===== config.mk =====
export PLATFORM = sky130hd
export DESIGN_NAME = branch_unit_flat
export DESIGN_NICKNAME = d
export VERILOG_FILES = /design/src/rtl/branch_unit_if.sv /design/src/rtl/branch_unit.sv /design/src/flat_wrapper.sv
export SDC_FILE = /design/constraint.sdc
export NUM_CORES = 1
export LEC_CHECK = 0
export CAP_MARGIN = 20
export CORE_MARGIN = 2
export CORE_UTILIZATION = 40
export CTS_CLUSTER_DIAMETER = 30
export DETAILED_ROUTE_END_ITERATION = 8
export HOLD_SLACK_MARGIN = 0.12
export SETUP_SLACK_MARGIN = 0.5
export SKIP_CTS_REPAIR_TIMING = 1
export SYNTH_ARGS = -nofsm -noshare
export SYNTH_HDL_FRONTEND = slang
export SYNTH_SLANG_ARGS = --single-unit

===== constraint.sdc =====
create_clock -name clk -period 4.4 [get_ports clk]
set_clock_uncertainty 0.2 [all_clocks]
set_input_delay 0.88 -clock clk [delete_from_list [all_inputs] [get_ports clk]]
set_output_delay 0.88 -clock clk [all_outputs]
set_load 0.02 [all_outputs]

===== src/rtl/branch_unit_if.sv =====
// rtl/branch_unit_if.sv - branch request/resolution handshake between fetch and branch_unit
interface branch_unit_if;
  logic       req_valid;
  logic       req_ready;
  logic [2:0] cond;
  logic [7:0] imm8;
  logic       taken;
  logic       done;

  modport master (
    output req_valid, cond, imm8,
    input  req_ready, taken, done
  );

  modport slave (
    input  req_valid, cond, imm8,
    output req_ready, taken, done
  );
endinterface


===== src/rtl/branch_unit.sv =====
// rtl/branch_unit.sv - status register, program counter and three-state branch resolver
module branch_unit #(
  parameter int              PC_W     = 9,
  parameter logic [PC_W-1:0] RESET_PC = '0
) (
  input  logic            clk,
  input  logic            rst_n,
  input  logic            status_load,
  input  logic [2:0]      Z_in,
  input  logic            pc_inc,
  branch_unit_if.slave    bus,
  output logic [PC_W-1:0] pc,
  output logic [2:0]      status
);

  typedef enum logic [1:0] {
    IDLE,
    EVAL,
    WRITE
  } state_t;

  state_t     state;
  logic [2:0] cond_q;
  logic [7:0] imm_q;
  logic       taken_q;

  logic [PC_W-1:0] pc_seq;
  logic [PC_W-1:0] pc_target;

  assign pc_seq    = pc + {{(PC_W-1){1'b0}}, 1'b1};
  assign pc_target = pc_seq + {{(PC_W-8){imm_q[7]}}, imm_q};

  // status bits: [0]=Z, [1]=N, [2]=V; reserved codes never branch
  function automatic logic decide(input logic [2:0] c, input logic [2:0] s);
    logic t;
    case (c)
      3'b000:  t = 1'b1;
      3'b001:  t = s[0];
      3'b010:  t = ~s[0];
      3'b011:  t = s[1] ^ s[2];
      3'b100:  t = (s[1] ^ s[2]) | s[0];
      default: t = 1'b0;
    endcase
    return t;
  endfunction

  always_ff @(posedge clk or negedge rst_n) begin
    if (!rst_n) begin
      state         <= IDLE;
      pc            <= RESET_PC;
      status        <= 3'b000;
      cond_q        <= 3'b000;
      imm_q         <= 8'h00;
      taken_q       <= 1'b0;
      bus.req_ready <= 1'b1;
      bus.done      <= 1'b0;
      bus.taken     <= 1'b0;
    end else begin
      if (status_load) begin
        status <= Z_in;
      end
      bus.done  <= 1'b0;
      bus.taken <= 1'b0;
      case (state)
        IDLE: begin
          if (bus.req_valid) begin
            cond_q        <= bus.cond;
            imm_q         <= bus.imm8;
            bus.req_ready <= 1'b0;
            state         <= EVAL;
          end else if (pc_inc) begin
            pc <= pc_seq;
          end
        end
        EVAL: begin
          // decision uses the register value before any load on this edge
          taken_q <= decide(cond_q, status);
          state   <= WRITE;
        end
        WRITE: begin
          pc            <= taken_q ? pc_target : pc_seq;
          bus.done      <= 1'b1;
          bus.taken     <= taken_q;
          bus.req_ready <= 1'b1;
          state         <= IDLE;
        end
        default: begin
          bus.req_ready <= 1'b1;
          state         <= IDLE;
        end
      endcase
    end
  end

endmodule


===== src/flat_wrapper.sv =====
// flat-port wrapper written by rule: the top's interface ports become plain ports
module branch_unit_flat 
#(
  parameter int              PC_W     = 9,
  parameter logic [PC_W-1:0] RESET_PC = '0
)
  (clk, rst_n, status_load, Z_in, pc_inc, pc, status, bus_req_valid, bus_cond, bus_imm8, bus_req_ready, bus_taken, bus_done);
  branch_unit_if bus_i ();
  input  logic clk;
  input  logic rst_n;
  input  logic status_load;
  input  logic [2:0] Z_in;
  input  logic pc_inc;
  output logic [PC_W-1:0] pc;
  output logic [2:0] status;
  input wire logic [$bits(bus_i.req_valid)-1:0] bus_req_valid;
  input wire logic [$bits(bus_i.cond)-1:0] bus_cond;
  input wire logic [$bits(bus_i.imm8)-1:0] bus_imm8;
  output wire logic [$bits(bus_i.req_ready)-1:0] bus_req_ready;
  output wire logic [$bits(bus_i.taken)-1:0] bus_taken;
  output wire logic [$bits(bus_i.done)-1:0] bus_done;
  assign bus_i.req_valid = bus_req_valid;
  assign bus_i.cond = bus_cond;
  assign bus_i.imm8 = bus_imm8;
  assign bus_req_ready = bus_i.req_ready;
  assign bus_taken = bus_i.taken;
  assign bus_done = bus_i.done;
  branch_unit #(.PC_W(PC_W), .RESET_PC(RESET_PC)) u_core (.clk(clk), .rst_n(rst_n), .status_load(status_load), .Z_in(Z_in), .pc_inc(pc_inc), .bus(bus_i), .pc(pc), .status(status));
endmodule

# Yosys cells after proc, flatten, opt, wreduce, memory -nomap -nowiden
# Cells that the tools add are included.
[op_classes] n_addsub=2 eq_ne=9 muxes=11 bitwise=4 reduce_logical=6
[ops] operator="$mux W9" count=3
[ops] operator="$pmux W9 S2" count=1
[ops] operator="$add A9 B1 Y9 const B" count=1
[ops] operator="$add A9 B9 Y9" count=1
[ops] operator="$eq A3 B2 Y1 const B" count=2
[ops] operator="$ne A2 B2 Y1 const B" count=3
[ops] operator="$pmux W1 S5" count=1
[ops] operator="$pmux W2 S2" count=1
[ops] operator="$reduce_and A2 Y1" count=2
[ops] operator="$eq A3 B1 Y1 const B" count=1
[ops] operator="$eq A3 B3 Y1 const B" count=1
[ops] operator="$logic_not A3 Y1" count=1
[ops] operator="$mux W1" count=3
[ops] operator="$reduce_and A3 Y1" count=1
[ops] operator="$eq A2 B1 Y1 const B" count=1
[ops] operator="$eq A2 B2 Y1 const B" count=1
[ops] operator="$logic_not A2 Y1" count=1
[ops] operator="$mux W2" count=1
[ops] operator="$not A1 Y1" count=2
[ops] operator="$pmux W1 S2" count=1
[ops] operator="$reduce_bool A2 Y1" count=1
[ops] operator="$or A1 B1 Y1" count=1
[ops] operator="$xor A1 B1 Y1" count=1
[totals] regBits=29 inputBits=19 output_inout_bits=15 elab_cells=41

# Logic depth before layout (Yosys ltp)
[depth] word_depth=4 mapped_depth=11 mapped_depth_nobuf=11

# Worst setup path before layout
# OpenSTA, ideal clock, no wires.
[synth_timing] kind="reg2reg" startpoint="reg u_core.pc[0]" endpoint="reg u_core.pc[8]" setup_time_ns=0.080 arrival_time_ns=2.335 required_ns=4.120 slack_ns=1.785 stages_incl_launch_ff=12 path_buffers=0 period_less_slack_ns=2.615 cell_sequence="dfrtp_1 ha_1 nand3_1 nor2_1 xor2_1 ha_1 nand2_1 o21ai_0 o21ai_2 mux2i_1 mux2i_1 xnor2_1"
[synth_via] elab_chain_len=4 word_cells_on_any_way=6 cone_classes="2 x add/sub; 4 x mux"
[synth_rtl] item="start, declared" line_no="branch_unit.sv:12" text="output logic [PC_W-1:0] pc,"
[synth_rtl] item="start signal, assigned" line_no="branch_unit.sv:72" text="pc <= pc_seq;"
[synth_rtl] item="start signal, assigned" line_no="branch_unit.sv:81" text="pc <= taken_q ? pc_target : pc_seq;"
[synth_rtl] item="$add A9 B1 Y9 (*)" line_no="branch_unit.sv:30" text="assign pc_seq = pc + {{(PC_W-1){1'b0}}, 1'b1};"
[synth_rtl] item="$add A9 B9 Y9 / $mux W9 (equally long branches)" line_no="branch_unit.sv:31, branch_unit.sv:71"
[synth_rtl] item="$mux W9 (on tied branches)" line_no="branch_unit.sv:81, branch_unit.sv:66"
[synth_rtl] item="$pmux W9 S2 (*)" line_no="branch_unit.sv:64" text="case (state)"
# Every way passes the cells marked *; elsewhere a longest branch is shown, timed or not. The select of a mux whose other input is x is not followed.
# A chain may end at the register's enable or synchronous reset.

# Worst setup path after layout
# Same ends and word-level chain as after synthesis.

==> reports/metrics.cfg <==
[status]
status = completed

[synthesis]
synth_adder_area_share_pct = 8.84
async_flop_share_pct = 100
synth_top_family_by_area = compound AO/OA/AOI/OAI gates
synth_xor_xnor_area_share_pct = 6.40
synth-edff-count = 0
synthCells = 161
syn_nets = 191
ys_ff_latch = 29
synth.distinct_cells = 36
synthFlopType = dfrtp_1
syn_area_mm2 = 0.00164
ys_warn_count = 0
synth_compound_area_share_pct = 14.0
synth_mux_area_share_pct = 10.1
syn_avg_cell_area_um2 = 10.2
synth-simple-area-share_pct = 13.6
ys_seq_area_share_pct = 44.3

[routing]
postRouteAntennaNets = 0
wirelength_mm = 3.32
firstDrtPassIters = 4
vias_per_cell = 5.10
drc = 0
wl_per_cell_um = 13.3
vias = 1276
drt_iter0_drc = 94

[grt]
grt_pass1_wl_mm = 5.86
met3_usage_pct = 4.77
grt_util_met2_pct = 27.8
antenna_found_initial = 0
grt.overflow.total = 0
grt_usage_pct = 17.1
busiest_layer = met2
grt_pass1_vias = 1303
use_met1_pct = 21.5
grt_max_degree = 30

[power_and_ir_drop]
power_density_mw_per_mm2 = 666
vdd_drop_max_mv = 0.214
p_leak_nw = 0.922

[sta]
maxSlewViolCount = 0
max_freq_ghz = 0.356
setup_viol = 0
fin_crit_ns = 2.81
tightestPinTransition_ns = 0.993
fin_crit_sh_pct = 63.8
hold_violations = 0
finalSetupTns_ns = 0
grt_setup_unrepaired = false
relSlewSlack_pct = 33.7

[cells_and_area]
seqCellArea_um2 = 727
antenna_cells = 0
mostFrequentLayoutCell = clkdlybuf4s50_1
layout_common_cells = clkdlybuf4s50_1 (33), dfrtp_1 (28), nor2_1 (19)
layout-drive-gt1-share_pct = 14.0
multi_input_comb_area_um2 = 871
areaGrowthSynthToFinish_pct = 29.7
utilization_pct = 53.6
fillers = 360
nNetsFinal = 229

[setup_path]
cp.required_ns = 4.40
startpoint_type = register
cp_max_fo = 7
crit_path_end_kind = register
cp.arrival_ns = 2.81
worstSetupPathType = reg2reg

[hold_path]
hp-class = reg2reg

[place]
gp_congestion = 0.799
port_buffers = 33
hpwl_mm = 2.54

[clocking]
cts_max_level = 2
cts_sinks = 29
cts_tree = yes
clk_pin_slew_ns = 0.06
cts_buffer_depth = 2
cts_root_buf = clkbuf_8
clock_latency_ns = 0.28
cts_buffers = 5

[floorplanning]
io_pins = 34
core_mm2 = 0.00397
die_w_um = 68.1
fp.dieArea_mm2 = 0.00463
rows = 23
start_util_pct = 41.3
die_h_um = 68.1

[run]
cap_violations = 0

## cell usage after synthesis (3+ instances only)
master / number / area (um^2)
nand2_1: 10 / 37.5
ha_1: 10 / 125
dfrtp_1: 28 / 701
nor2_1: 19 / 71.3
mux2_2: 13 / 146
nand3_1: 3 / 15.0
xor2_1: 7 / 61.3
a21oi_1: 11 / 55.1
inv_1: 7 / 26.3
nor3_1: 4 / 20.0
xnor2_1: 5 / 43.8
a22oi_1: 3 / 22.5
o21ai_0: 11 / 55.1
## routing by layer
metal / share of wire [%] / wire, um
met5: 0 / 0
met4: 1.6 / 54
met3: 3.8 / 125
met2: 48 / 1610
met1: 46 / 1530
## registers in the layout, summed over array words and instances (netlist names)
register	count
u_core.bus.done	1
u_core.bus.req_ready	1
u_core.bus.taken	1
u_core.cond_q	3
u_core.imm_q	8
u_core.pc	9
u_core.state	2
u_core.status	3
u_core.taken_q	1
## worst max-delay path, stage by stage, from the launching register on
cell	delay (ns)
dfrtp_1	0.46
ha_1	0.22
nand3_1	0.20
xnor2_1	0.26
ha_1	0.31
o21a_1	0.12
o31a_1	0.14
o21ai_2	0.17
mux2i_1	0.28
mux2i_1	0.24
xnor2_1	0.13
## cells by family (layout without fill, tap and decap cells)
kind of cell / Yosys count / count (layout)
simple gates: 45 / 45
compound gates: 38 / 38
flops: 29 / 29
mux: 15 / 15
xor+xnor: 12 / 12
fa+ha+maj: 11 / 11
buf+inv: 11 / 50
## area by class of cell
cell class                 instances  area share [%]
tap                               50            2.94
clock inverter                     1           0.235
timing repair buffer              34            15.9
multi-input combinational        121            40.9
clock buffer                       7            4.52
inverter                           8            1.41
sequential                        29            34.1
## stage by stage
stage	area (um^2)	hold slack [ns]	instances	setup WS [ns]	total power, W
5_1_grt	2130	0.297	250	1.31	0.00155
2_1_floorplan	1640	0.285	161	1.79	0.000955
3_3_place_gp	2030	0.266	242	1.51	0.00116
6_report	2130	0.279	250	1.59	0.00142
4_1_cts	2130	0.284	250	1.62	0.00143
3_5_place_dp	2030	0.274	242	1.45	0.00118
## path summary, 6_finish.rpt
check                                         startpoint  slack (ns)                               end  cells past startpoint
worst min register to register  u_core.pc[8]$_DFFE_PN0P_        0.28          u_core.pc[8]$_DFFE_PN0P_                      1
worst max register to register  u_core.pc[0]$_DFFE_PN0P_        1.59          u_core.pc[8]$_DFFE_PN0P_                     10
worst min-delay path            u_core.pc[8]$_DFFE_PN0P_        0.28          u_core.pc[8]$_DFFE_PN0P_                      1
max in group asynchronous                          rst_n        2.90  u_core.bus.req_ready$_DFFE_PN1P_                      2
worst max-delay path            u_core.pc[0]$_DFFE_PN0P_        1.59          u_core.pc[8]$_DFFE_PN0P_                     10
min in group asynchronous                          rst_n        0.79          u_core.pc[1]$_DFFE_PN0P_                      2
## where the power goes
part	internal [W]	switching [W]	leakage [nW]
logic	0.000362	0.000377	0.520
clock network	0.000141	0.000100	0.0542
registers	0.000349	0.0000871	0.348
Power figures use the tool's default switching activity.
